`src/rtl/seq_step_tracker.sv`:
```
// seq_step_tracker: counts runs of consecutive advance events and reports
// progress as a thermometer code (S), a binary level and a done pulse.
// All outputs come straight from registers; enter/clear only reach them
// through a clock edge.
module seq_step_tracker #(
  parameter int STEPS     = 3,
  parameter int GAP_MAX   = 0,
  parameter int TOP_MODE  = 0,
  parameter int EDGE_MODE = 0
) (
  input  logic                       clk,
  input  logic                       reset,
  input  logic                       enter,
  input  logic                       clear,
  output logic [STEPS-1:0]           S,
  output logic [$clog2(STEPS+1)-1:0] level,
  output logic                       done
);

  localparam int LW = $clog2(STEPS + 1);
  localparam int IW = (GAP_MAX < 1) ? 1 : $clog2(GAP_MAX + 1);
  localparam logic [LW-1:0] TOP = LW'(STEPS);
  localparam logic [IW-1:0] GAP = IW'(GAP_MAX);

  logic [LW-1:0] lvl_reg, lvl_next;
  logic [IW-1:0] idle_reg, idle_next;
  logic          enter_d_reg;
  logic          done_reg, done_next;
  logic          ev;
  logic          at_top;

  // Event qualification: level mode takes enter as-is, edge mode needs 0->1.
  assign ev     = (EDGE_MODE != 0) ? (enter & ~enter_d_reg) : enter;
  assign at_top = (lvl_reg == TOP);

  // State register: level, idle counter, edge-detect history and done pulse.
  always_ff @(posedge clk or posedge reset) begin
    if (reset) begin
      lvl_reg     <= '0;
      idle_reg    <= '0;
      enter_d_reg <= 1'b0;
      done_reg    <= 1'b0;
    end else begin
      lvl_reg     <= lvl_next;
      idle_reg    <= idle_next;
      enter_d_reg <= enter;
      done_reg    <= done_next;
    end
  end

  // Next-state rules in priority order; clear beats everything, a wrap-mode
  // top always falls back to zero, then events advance, then idle handling.
  always_comb begin
    lvl_next  = lvl_reg;
    idle_next = idle_reg;
    if (clear) begin
      lvl_next  = '0;
      idle_next = '0;
    end else if (at_top && (TOP_MODE == 0)) begin
      lvl_next  = '0;
      idle_next = '0;
    end else if (ev && !at_top) begin
      lvl_next  = lvl_reg + LW'(1);
      idle_next = '0;
    end else if (ev) begin
      idle_next = '0;
    end else if (lvl_reg == '0) begin
      idle_next = '0;
    end else if (idle_reg == GAP) begin
      lvl_next  = '0;
      idle_next = '0;
    end else begin
      idle_next = idle_reg + IW'(1);
    end
    // Pulse only on arrival at top, never while sitting there.
    done_next = (lvl_next == TOP) && !at_top;
  end

  // Thermometer decode: bit i lit once the level has passed step i.
  generate
    for (genvar gi = 0; gi < STEPS; gi++) begin : g_therm
      localparam logic [LW-1:0] IDX = LW'(gi);
      assign S[gi] = (lvl_reg > IDX);
    end
  endgenerate

  assign level = lvl_reg;
  assign done  = done_reg;

endmodule

```
`config.mk`:
```
export PLATFORM = sky130hd
export DESIGN_NAME = seq_step_tracker
export DESIGN_NICKNAME = d
export VERILOG_FILES = /design/src/rtl/seq_step_tracker.sv
export SDC_FILE = /design/constraint.sdc
export NUM_CORES = 1
export LEC_CHECK = 0
export CAP_MARGIN = 40
export CORE_AREA = 2 2 39 41
export DETAILED_ROUTE_END_ITERATION = 10
export DIE_AREA = 0 0 41 43
export GPL_ROUTABILITY_DRIVEN = 1
export SLEW_MARGIN = 10
export SYNTH_ARGS = -nofsm -noshare
export SYNTH_HDL_FRONTEND = slang
export SYNTH_SLANG_ARGS = --single-unit
```
`constraint.sdc`:
```
create_clock -name clk -period 1.4 [get_ports clk]
set_clock_uncertainty 0.05 [all_clocks]
set_input_delay 0.14 -clock clk [delete_from_list [all_inputs] [get_ports clk]]
set_output_delay 0.14 -clock clk [all_outputs]
set_load 0.03 [all_outputs]
```
==> key figures <==
Setup path
  • Slowest Stage Delay on Critical Path: 0.43 ns
  • Req. time, crit path: 1.21 ns
  • Buf/Inv on CP: 1
  • Crit path from: level[0]
  • R2r startpoint: level[1]
  • Delay-heaviest family, CP: flip-flops
  • Reg2reg path depth: 5
  • Crit path capture: S[1]
  • Crit. End Element: primary output
  • Reg2Reg Capture Point: level[1]
  • Worst-path cell chain: ha_1 > nor2_2 > buf_6
  • Reg2reg setup slack: 0.18 ns
  • CP arrival: 1.13 ns
  • Crit Path Max Fanout: 6
  • Crit-path slowest cell: dfrtp_1
  • Worst Setup Path Type: register to primary output
  • Crit start category: register
  • Stages on the worst setup path: 3

Yosys
  • Leading area contributor after synthesis: dfrtp_1
  • Post-synth top area share: 40.0%
  • Syn nets: 24
  • FF+latch count, synth: 3
  • Post-synthesis sequential area ratio: 40.0%
  • Synth warnings: 0
  • Synth unique cells: 10
  • Synth Instances: 17
  • Synth Cell Area: 188 um2
  • Synth area leaders: dfrtp_1 40%, ha_1 20%, nand3b_4 11%
  • Syn_area_per_cell: 11.0 um2

Clock network
  • CTS tree: built
  • Max clock buf depth: 2
  • Total CTS buffers: 3
  • Hold-fix buffers, CTS: 0
  • H-Tree Depth: 1
  • CTS Root Cell: clkbuf_4
  • Skew-Pair Late Insertion Delay: 0.24 ns
  • Clk sinks: 3
  • Reg clk slew, reported paths: 0.04 ns

Pwr
  • PwrDens: 962 mW/mm2
  • Static leakage: 0.173 nW
  • VDD IR max: 0.217 mV

STA
  • Relative slew slack: 80.2%
  • Final setup vio count: 0
  • Fin worst setup slack: 0.0758 ns
  • Tmin final: 1.32 ns
  • Post-route setup TNS: 0 ns
  • RSZ-0062 raised after global routing: false
  • Final period util: 94.6%
  • Hold Violations, Final: 0
  • Fmax: 755 MHz
  • Worst Max-Slew Pin Slew: 0.297 ns
  • Final slew viol count: 0

Drt
  • Routed Antenna Nets: 0
  • Drt pass-1 iters: 4
  • DRT iter0 DRCs: 1
  • WL final: 371 um
  • Total number of vias: 169
  • DRC viols: 0
  • DR vias/cell: 3.60
  • Avg WL per Cell: 7.89 um

Outcome
  • Status: finished clean

GRT
  • First-pass GRT wire length: 600 um
  • Vias in the first global route: 168
  • Overall Global Routing Usage: 6.12%
  • GRT Residual Overflow: 0
  • Largest net degree at the start of global routing: 6
  • Initial antenna violation count: 0

Placed design
  • RePlAce Congestion: 0.587
  • Dpl hpwl: 295 um
  • I/O Buffers: 9
  • Worst slack at placement: 0.0930 ns

Finish
  • Max FFs per register: 2
  • Final net count: 39
  • Area of the multi-input gates: 103 um2
  • Synth-to-Final Area Change: 76.0%
  • Layout cells sized above 1: 41.9%
  • Register area: 76.3 um2
  • Layout fillers: 156
  • Post-layout util: 23.9%
  • Antenna diodes: 0

Floorplan
  • Die W: 41 um
  • Die H: 43 um
  • Die area: 0.00176 mm2
  • CORE AREA: 0.00138 mm2
  • Row count: 14
  • Initial core utilization: 13.6%
  • I/O pin total: 10

Hold path
  • Worst min-delay path category: primary input to asynchronous set/reset pin

Flow run
  • # Max-Cap Violations: 0
==> worst register-to-register path: stages (launching register included) <==
cell	delay, ns
dfrtp_2	0.43
inv_2	0.09
ha_2	0.17
buf_4	0.11
nand3b_4	0.07
a211oi_2	0.20
==> per-stage QoR <==
stage	cell area, um2	std cells	hold slack, ns	total power [mW]
after floorplan	190	17	-0.156	0.135
after global placement	300	43	0.266	0.165
after detailed placement	300	43	0.271	0.165
after CTS	333	48	0.0190	0.327
after global routing	330	47	0.0367	0.343
final	330	47	0.0192	0.318
==> final cells by class <==
class / instances / share of cell area [%]
multi-input cells: 10 / 31.1
repair buffers: 10 / 27.3
flip-flops and latches: 3 / 23.1
clock buffers: 4 / 7.95
well taps: 16 / 6.06
inverters: 4 / 4.55
==> how the worst min path moves through the flow <==
stage          start        to  slack [ns]
4_1_cts        reset  level[1]        0.02
5_1_grt        reset  level[1]        0.04
3_5_place_dp   reset      done        0.27
6_report       reset  level[1]        0.02
2_1_floorplan  reset      done       -0.16
3_3_place_gp   reset      done        0.27
==> power by group <==
part	internal [mW]	switching, mW
Sequential	0.0915	0.00516
Combinational	0.0309	0.0357
Clock	0.107	0.0474
==> repair_timing <==
item,4_1_cts,5_1_grt
pin swaps,0,1
endpoints found under the setup margin,5,2
cloned,0,0
resized for setup,5,2
buffers inserted,1,0
==> kinds of logic (layout without fill, tap and decap cells) <==
kind of cell	Yosys count	after routing	share of synthesized area, %
flip-flops	3	3	40.0
buffers and inverters	4	18	8.00
AND/OR/NAND/NOR	6	6	25.3
AO/OA/AOI/OAI	1	1	6.67
adder cells (fa/ha/maj)	3	3	20.0
==> layer usage <==
layer  vias to the layer above  GRT usage [%]  wire (um)
li1                         83              -          -
met1                        77           3.21        104
met2                         7           9.38        223
met3                         2           3.14         23
met4                         0           10.0         19
met5                         -              0          0
==> cells in the final DEF, fill, tap and decap left out <==
master           instances
inv_1                    3
clkbuf_4                 3
clkdlybuf4s50_1          3
dlygate4sd2_1            3
buf_4                    3
ha_1                     2
dfrtp_1                  2
nor3b_1                  1
inv_2                    1
nand2_1                  1
nand3b_4                 1
a211oi_2                 1
nand3b_1                 1
nor3_1                   1
nor2_2                   1
ha_2                     1
clkbuf_1                 1
dfrtp_2                  1
buf_6                    1
==> cell usage after synthesis <==
library cell / number
nor2_1: 1
nand2_1: 1
nand3b_4: 1
ha_1: 3
a211oi_2: 1
nor3b_1: 1
inv_1: 4
nand3b_1: 1
dfrtp_1: 3
nor3_1: 1
Power figures use the tool's default switching activity.
